[src/rtl/fp_minmax_scanner_pkg.sv]
// Shared constants for the min/max scanner: data width, scanner states and mode encodings.
package fp_minmax_scanner_pkg;

  localparam int DATA_WIDTH = 32;

  typedef enum logic [1:0] {
    IDLE = 2'd0,
    SCAN = 2'd1,
    DONE = 2'd2
  } scan_state_e;

  localparam logic MODE_MAX = 1'b0;
  localparam logic MODE_MIN = 1'b1;

endpackage

[src/rtl/fp_comparator.sv]
// Combinational ordering of two floating-point words by raw sign-magnitude bit pattern.
// Equal patterns raise neither flag; +0 orders above -0.
module fp_comparator
  import fp_minmax_scanner_pkg::*;
(
  input  logic [DATA_WIDTH-1:0] a,
  input  logic [DATA_WIDTH-1:0] b,
  output logic                  a_gt_b,
  output logic                  b_gt_a
);

  logic                  a_sign;
  logic                  b_sign;
  logic [DATA_WIDTH-2:0] a_mag;
  logic [DATA_WIDTH-2:0] b_mag;

  assign a_sign = a[DATA_WIDTH-1];
  assign b_sign = b[DATA_WIDTH-1];
  assign a_mag  = a[DATA_WIDTH-2:0];
  assign b_mag  = b[DATA_WIDTH-2:0];

  always_comb begin
    a_gt_b = 1'b0;
    b_gt_a = 1'b0;
    if (a_sign != b_sign) begin
      a_gt_b = !a_sign;
      b_gt_a = a_sign;
    end else if (!a_sign) begin
      a_gt_b = (a_mag > b_mag);
      b_gt_a = (b_mag > a_mag);
    end else begin
      // Both negative: the smaller magnitude is the larger value.
      a_gt_b = (a_mag < b_mag);
      b_gt_a = (b_mag < a_mag);
    end
  end

endmodule

[src/rtl/fp_minmax_scanner_chk.sv]
// Simulation-only protocol checks for the scanner: a start must never request more than MAX_COUNT elements.
module fp_minmax_scanner_chk #(
  parameter int MAX_COUNT = 256,
  parameter int IDX_W     = $clog2(MAX_COUNT)
) (
  input logic           clk,
  input logic           rst,
  input logic           start,
  input logic           idle,
  input logic [IDX_W:0] count
);

  localparam logic [IDX_W:0] MAX_CNT = (IDX_W+1)'(MAX_COUNT);

  a_count_legal: assert property (@(posedge clk) disable iff (rst)
    (start && idle) |-> (count <= MAX_CNT));

endmodule

[src/rtl/fp_minmax_scanner.sv]
// Streams a block of floating-point words through one fp_comparator and returns the
// max or min value together with the index of its first occurrence.
module fp_minmax_scanner
  import fp_minmax_scanner_pkg::*;
#(
  parameter int MAX_COUNT = 256,
  parameter int IDX_W     = $clog2(MAX_COUNT)
) (
  input  logic                  clk,
  input  logic                  rst,
  input  logic                  start,
  input  logic                  mode,
  input  logic [IDX_W:0]        count,
  input  logic                  abort,
  input  logic                  in_valid,
  output logic                  in_ready,
  input  logic [DATA_WIDTH-1:0] in_data,
  output logic                  out_valid,
  input  logic                  out_ready,
  output logic [DATA_WIDTH-1:0] out_value,
  output logic [IDX_W-1:0]      out_index,
  output logic                  out_empty,
  output logic                  busy
);

  localparam logic [IDX_W:0] MAX_CNT = (IDX_W+1)'(MAX_COUNT);

  scan_state_e           state_q, state_d;
  logic                  mode_q, mode_d;
  logic [IDX_W:0]        count_q, count_d;
  logic [IDX_W:0]        elem_cnt_q, elem_cnt_d;
  logic [DATA_WIDTH-1:0] best_value_q, best_value_d;
  logic [IDX_W-1:0]      best_index_q, best_index_d;
  logic                  out_empty_q, out_empty_d;

  logic                  a_gt_b;
  logic                  b_gt_a;
  logic                  accept;
  logic                  replace;
  logic                  last_elem;
  logic [IDX_W:0]        count_sat;

  fp_comparator u_cmp (
    .a      (in_data),
    .b      (best_value_q),
    .a_gt_b (a_gt_b),
    .b_gt_a (b_gt_a)
  );

  fp_minmax_scanner_chk #(.MAX_COUNT(MAX_COUNT), .IDX_W(IDX_W)) u_chk (
    .clk   (clk),
    .rst   (rst),
    .start (start),
    .idle  (state_q == IDLE),
    .count (count)
  );

  assign count_sat = (count > MAX_CNT) ? MAX_CNT : count;
  assign accept    = (state_q == SCAN) && in_valid;
  assign replace   = (mode_q == MODE_MAX) ? a_gt_b : b_gt_a;
  assign last_elem = (elem_cnt_q == (count_q - (IDX_W+1)'(1)));

  always_comb begin
    state_d      = state_q;
    mode_d       = mode_q;
    count_d      = count_q;
    elem_cnt_d   = elem_cnt_q;
    best_value_d = best_value_q;
    best_index_d = best_index_q;
    out_empty_d  = out_empty_q;
    case (state_q)
      IDLE: begin
        // Abort outranks start even though it has no other effect in IDLE.
        if (start && !abort) begin
          best_value_d = '0;
          best_index_d = '0;
          if (count == '0) begin
            out_empty_d = 1'b1;
            state_d     = DONE;
          end else begin
            mode_d     = mode;
            count_d    = count_sat;
            elem_cnt_d = '0;
            state_d    = SCAN;
          end
        end else begin
          state_d = IDLE;
        end
      end
      SCAN: begin
        if (abort) begin
          state_d = IDLE;
        end else if (accept) begin
          if ((elem_cnt_q == '0) || replace) begin
            best_value_d = in_data;
            best_index_d = elem_cnt_q[IDX_W-1:0];
          end else begin
            best_value_d = best_value_q;
          end
          elem_cnt_d = elem_cnt_q + (IDX_W+1)'(1);
          state_d    = last_elem ? DONE : SCAN;
        end else begin
          state_d = SCAN;
        end
      end
      DONE: begin
        if (abort || out_ready) begin
          out_empty_d = 1'b0;
          state_d     = IDLE;
        end else begin
          state_d = DONE;
        end
      end
      default: begin
        state_d = IDLE;
      end
    endcase
  end

  always_ff @(posedge clk or posedge rst) begin
    if (rst) begin
      state_q      <= IDLE;
      mode_q       <= MODE_MAX;
      count_q      <= '0;
      elem_cnt_q   <= '0;
      best_value_q <= '0;
      best_index_q <= '0;
      out_empty_q  <= 1'b0;
    end else begin
      state_q      <= state_d;
      mode_q       <= mode_d;
      count_q      <= count_d;
      elem_cnt_q   <= elem_cnt_d;
      best_value_q <= best_value_d;
      best_index_q <= best_index_d;
      out_empty_q  <= out_empty_d;
    end
  end

  assign in_ready  = (state_q == SCAN);
  assign out_valid = (state_q == DONE);
  assign busy      = (state_q != IDLE);
  assign out_value = best_value_q;
  assign out_index = best_index_q;
  assign out_empty = out_empty_q;

endmodule

[config.mk]
export PLATFORM = sky130hd
export DESIGN_NAME = fp_minmax_scanner
export DESIGN_NICKNAME = d
export VERILOG_FILES = /design/src/rtl/fp_minmax_scanner_pkg.sv /design/src/rtl/fp_comparator.sv /design/src/rtl/fp_minmax_scanner_chk.sv /design/src/rtl/fp_minmax_scanner.sv
export SDC_FILE = /design/constraint.sdc
export NUM_CORES = 1
export LEC_CHECK = 0
export ABC_AREA = 1
export CORE_MARGIN = 2
export CORE_UTILIZATION = 46
export DETAILED_ROUTE_END_ITERATION = 12
export GPL_TIMING_DRIVEN = 0
export PLACE_DENSITY = 0.75
export SLEW_MARGIN = 25
export SYNTH_ARGS = -nofsm -noshare
export SYNTH_HDL_FRONTEND = slang
export SYNTH_SLANG_ARGS = --single-unit
[constraint.sdc]
create_clock -name clk -period 2 [get_ports clk]
set_clock_uncertainty 0.05 [all_clocks]
set_input_delay 0.2 -clock clk [delete_from_list [all_inputs] [get_ports clk]]
set_output_delay 0.2 -clock clk [all_outputs]
set_load 0.01 [all_outputs]
# Word-level counts from Yosys, hierarchy flattened
# Index checks and enable logic that the tools add are counted.
# word_totals
regBits,62
latch_bits,0
ramBits,0
mem_bits_ro,0
input_bits,48
memories,0
# classes
n_addsub,2
mul,0
div,0
magnitude_cmp,5
eq_ne,11
n_shift,0
n_mux,32
bitwise_logic,1
reduce_logical,16
# ops
operator,n
two-way mux 32 bit,4
one-hot mux 32 bit (2 select lines),1
> comparator 31 bit,2
< comparator 31 bit,2
two-way mux 9 bit,5
two-way mux 8 bit,4
logical NOT 9 bit,2
one-hot mux 9 bit (2 select lines),1
one-hot mux 8 bit (2 select lines),1
two-way mux 2 bit,6
AND reduction 5 bit,2
"adder 9 x 1 -> 9 bit, second input constant",1
equality test 9 bit,1
"> comparator 9 bit, second input constant",1
"subtractor 9 x 1 -> 9 bit, second input constant",1
two-way mux 1 bit,8
"!= test 2 bit, second input constant",4
"!= test 2 x 1 -> 1 bit, second input constant",3
one-hot mux 2 bit (3 select lines),1
nonzero test 2 bit,3
AND reduction 4 bit,1
AND reduction 3 bit,1
"equality test 2 x 1 -> 1 bit, second input constant",1
"equality test 2 bit, second input constant",1
7 further kinds,10

# Logic depth before layout (Yosys ltp)
# depth
ltp_word,9
ltp_mapped,19
ltp_nobuf,18

# Modules after synthesis
# From an unflattened synthesis, not the netlist that was laid out.
# unflattened
cells_unflattened,563
hier_area_um2,4276.6
# modules_own_cells
module,instances,cells_per_inst,area_each_um2
fp_minmax_scanner,1,404,3340.7
fp_comparator,1,159,935.9

# Least setup slack after synthesis
# OpenSTA, ideal clock, no wires.
# synth_timing
path_type,flip-flop to flip-flop
startpoint,"register best_value_q[14], in the netlist out_value[14]"
endpoint,"register best_value_q[31], in the netlist out_value[31]"
setup_ns,0.117
arrival_time_ns,1.876
required_ns,1.833
slack_ns,-0.043
path_stages_with_launch,19
path_buffers,1
cell_sequence,dfrtp_1 -> inv_1 -> ha_1 -> nand2_1 -> nor2_1 -> nand3_1 -> nor2_2 -> nand2_1 -> nand2_1 -> nand2_1 -> nand2_2 -> nand2_1 -> nand2_1 -> nand2_1 -> nand3_2 -> nand2_4 -> buf_6 -> nand2_1 -> nand2_1
# synth_via
elab_chain_len,7
elab_cells_between_ends,12
cone_classes,order compare (4); eq/ne (1); mux (5); reduce/logical (2)
# synth_rtl
element,line_no,rtl
"start, declared",fp_minmax_scanner.sv:32,"logic [DATA_WIDTH-1:0] best_value_q, best_value_d;"
"start signal, assigned",fp_minmax_scanner.sv:134,best_value_q <= best_value_d;
"> comparator 31 bit, or another cell as far along",fp_comparator.sv:29,a_gt_b = (a_mag > b_mag);
two-way mux 1 bit,fp_comparator.sv:28,end else if (!a_sign) begin
two-way mux 1 bit,fp_comparator.sv:25,if (a_sign != b_sign) begin
two-way mux 1 bit (*),fp_minmax_scanner.sv:60,assign replace = (mode_q == MODE_MAX) ? a_gt_b : b_gt_a;
logical OR 1 bit (*),fp_minmax_scanner.sv:94,if ((elem_cnt_q == '0) || replace) begin
!= test 2 x 1 -> 1 bit (no source line) (*),--,
AND reduction 5 bit (no source line) (*),--,
# Mark *: on every way between the ends. The rest lies on a longest branch, timed or not.
# A chain may end at the register's enable or synchronous reset.

# Worst setup path after layout
# layout_timing
startpoint,"register best_value_q[28], in the netlist out_value[28]"
endpoint,"register best_value_q[24], in the netlist out_value[24]"
# Same word-level chain as after synthesis.

==> results.sh <==
export IMPL_cts_path_max_buffers=2
export IMPL_routed_via_density=5.013
export IMPL_rows=34
export IMPL_vias=4091
export IMPL_cap_violations=0
export IMPL_drcViolationCount=0
export IMPL_combPwrFrac_pct=56.2
export IMPL_end_kind="flop"
export IMPL_timing_fmax_mhz=426.4
export IMPL_leakage_nw=2.876
export IMPL_startpoint="out_value[28]"
export IMPL_rsz0062_at_grt="true"
export IMPL_syn_inst=582
export IMPL_clock_latency_ns=0.34
export IMPL_avgSynthCellArea_sq_um=7.129
export IMPL_ys_ff_latch=62
export IMPL_antenna_found_initial=0
export IMPL_ctsHtreeMaxLevel=3
export IMPL_arrival_ns=2.52
export IMPL_first_iter_violations=175
export IMPL_seqPwrFrac_pct=29.7
export IMPL_ys_seq_area_share_pct=37.39
export IMPL_synth_nets=664
export IMPL_cpLargestDelayFamily="simple AND/OR/NAND/NOR gates"
export IMPL_clock_sinks=62
export IMPL_grt_pass1_vias=4052
export IMPL_min_period_ns=2.345
export IMPL_powerDensity_mw_per_mm2=1199
export IMPL_grt_pass1_wl_microns=18040
export IMPL_cp_num_buf_inv=4
export IMPL_swShare_pct=41.65
export IMPL_worstSetupStartpointType="flop"
export IMPL_internal_power_w=0.004032
export IMPL_grt_remaining_overflow=0
export IMPL_max_stage_delay_ns=0.40
export IMPL_yosys_cell_types_count=32
export IMPL_worstRegToRegCells=14
export IMPL_die_area_sq_mm=0.009795
export IMPL_gp_congestion=0.8465
export IMPL_violations="setup timing"
export IMPL_dp_slack_ns=-0.5941
export IMPL_path_clk_slew_ns=0.07
export IMPL_clockRootBuffer="clkbuf_8"
export IMPL_port_buffers=91
export IMPL_hpwl_microns=7743
export IMPL_relSlewSlack_pct=64.47
export IMPL_drtPass1Iterations=4
export IMPL_path_max_fanout=10
export IMPL_p_clk_share_pct=14.1
export IMPL_worstPathCellList="inv_2 > ha_4 > nand4_1 > buf_4 > buf_4 > nor2_1 > nand3_1 > nand2_2 > nand2_2 > nand2_2 > nand3_4 > buf_4 > nand3_1 > nand2_1"
export IMPL_worst_path_max_delay_cell="dfrtp_1"
export IMPL_cts_buffers=9
export IMPL_ir_drop_v=0.0006439
export IMPL_finalWirelength_microns=10950
export IMPL_crit_cells=14
export IMPL_hold_viol=0
export IMPL_cts_tree="built"
export IMPL_crit_type="flop to flop"
export IMPL_grt_max_degree=49
export IMPL_synth_cell_area_sq_mm=0.004149
export IMPL_yosysWarnings=0
export IMPL_p_switching_w=0.002878
export IMPL_area_growth_pct=38.93
export IMPL_cp_required_ns=2.17
export IMPL_final_antenna_net_count=0
export IMPL_tightest_slew_ns=0.5329
export IMPL_fp_dieW_microns=98.97
export IMPL_period_share_pct=117.3
export IMPL_num_nets_final=786
export IMPL_fp_coreArea_sq_mm=0.008721
export IMPL_hp_class="primary input to asynchronous set/reset pin"
export IMPL_reg2reg_from="out_value[28]"
export IMPL_drive_gt1_share_pct=14.41
export IMPL_ctsHoldBuffers=0
export IMPL_outcome="finished, violations left"
export IMPL_grt_use_total_pct=22.70
export IMPL_wl_per_cell_microns=13.42
export IMPL_setup_viol=40
export IMPL_drv_slew=0
export IMPL_num_antenna_cells=0
export IMPL_setup_slack_ns=-0.3454
export IMPL_die_h_microns=98.97
export IMPL_start_util_pct=47.58
export IMPL_io_pins=92
export IMPL_fin_area_sq_mm=0.005764
export IMPL_post_dp_cell_area_sq_mm=0.005225
==> per-layer routing <==
| layer | routed length (microns) | share of wire (%) | GRT usage [%] |
|---|---|---|---|
| met3 | 557 | 5.1 | 5.319 |
| met5 | 0 | 0 | 0 |
| met1 | 4555 | 42 | 27.61 |
| met2 | 5714 | 52 | 40.44 |
| met4 | 119 | 1.1 | 5.796 |
==> cells in the mapped netlist, drive strengths merged <==
master / count / share of area (%)
nor3b: 1 / 0.18
o21a: 1 / 0.18
dfrtp: 62 / 37
buf: 10 / 2.1
nor3: 9 / 1.1
clkbuf: 9 / 0.81
a21oi: 14 / 1.7
nand3: 62 / 7.7
xor2: 10 / 2.1
ha: 34 / 10
nor4: 1 / 0.15
o21ai: 13 / 1.8
nand2: 156 / 14
nor2: 74 / 6.9
o22ai: 2 / 0.30
a21o: 2 / 0.36
a211oi: 1 / 0.18
inv: 106 / 9.6
o21bai: 1 / 0.18
nand4: 6 / 0.90
clkinv: 1 / 0.12
xnor2: 6 / 1.3
a41oi: 1 / 0.21
==> cells by family (layout without fill, tap and decap cells) <==
kind of cell | count (synthesis) | after routing | share of synthesized area [%]
AND/OR/NAND/NOR | 309 | 309 | 31.45
AO/OA/AOI/OAI | 35 | 35 | 4.946
adder cells (fa/ha/maj) | 34 | 34 | 10.25
flip-flops | 62 | 62 | 37.39
XOR/XNOR | 16 | 16 | 3.377
buffers and inverters | 126 | 252 | 12.58
==> registers in the layout (all words and copies together), names as in the netlist <==
| register | count |
|---|---|
| count_q | 9 |
| elem_cnt_q | 9 |
| mode_q | 1 |
| out_empty | 1 |
| out_index | 8 |
| out_value | 32 |
| state_q | 2 |
==> cell usage in the layout, fill, tap and decap left out, drive strengths merged <==
cell / netlist / layout
nand2: 156 / 156
inv: 106 / 106
clkdlybuf4s50: 0 / 91
nor2: 74 / 74
dfrtp: 62 / 62
nand3: 62 / 62
ha: 34 / 34
buf: 10 / 30
clkbuf: 9 / 23
a21oi: 14 / 14
o21ai: 13 / 13
xor2: 10 / 10
nor3: 9 / 9
nand4: 6 / 6
xnor2: 6 / 6
a21o: 2 / 2
o22ai: 2 / 2
clkinv: 1 / 2
nor4: 1 / 1
a41oi: 1 / 1
o21a: 1 / 1
a211oi: 1 / 1
o21bai: 1 / 1
nor3b: 1 / 1
==> final cells by class <==
type / count / area (sq um)
clock inverter: 1 / 5.005
inverter: 107 / 405.4
fill: 720 / 2957
buffer: 19 / 130.1
clock buffer: 14 / 162.7
sequential: 62 / 1551
timing repair buffer: 111 / 1085
tap: 108 / 135.1
multi-input combinational: 394 / 2290
==> worst paths after layout <==
| kind | end | slack [ns] |
|---|---|---|
| max | out_value[24] | -0.35 |
| min | out_index[0] | 0.08 |
| max reg2reg | out_value[24] | -0.35 |
| min reg2reg | out_index[0] | 0.43 |
| max in group asynchronous | out_value[3] | 1.31 |
| min in group clk | count_q[2] | 0.41 |
==> power by group through the flow <==
| stage | clock network (W) | logic, W | registers [W] |
|---|---|---|---|
| floorplan | 0 | 0.00196 | 0.00213 |
| CTS | 0.00100 | 0.00361 | 0.00203 |
| global placement | 0 | 0.00323 | 0.00204 |
| finish | 0.000977 | 0.00388 | 0.00205 |
| detailed placement | 0 | 0.00335 | 0.00206 |
| global route | 0.00105 | 0.00431 | 0.00211 |
==> what timing repair did <==
| action | in CTS | in global routing |
|---|---|---|
| setup endpoints to repair | 44 | 46 |
| gates resized for setup | 23 | 35 |
| gates cloned | 2 | 0 |
| pin swaps | 9 | 11 |
| buffers inserted | 9 | 8 |
==> stage by stage <==
stage               hold WS (ns)  power [W]  TNS (ns)  utilization (%)  cells
floorplan                 0.2463   0.004095    -1.032                -    582
global placement          0.4085   0.005270    -82.52            59.57    781
detailed placement        0.4191   0.005409    -25.08            59.91    782
CTS                      0.08047   0.006640    -8.455            63.79    808
global route              0.1055   0.007473    -19.87            66.10    816
finish                   0.08462   0.006911    -12.82            66.10    816
Power figures use the tool's default switching activity.
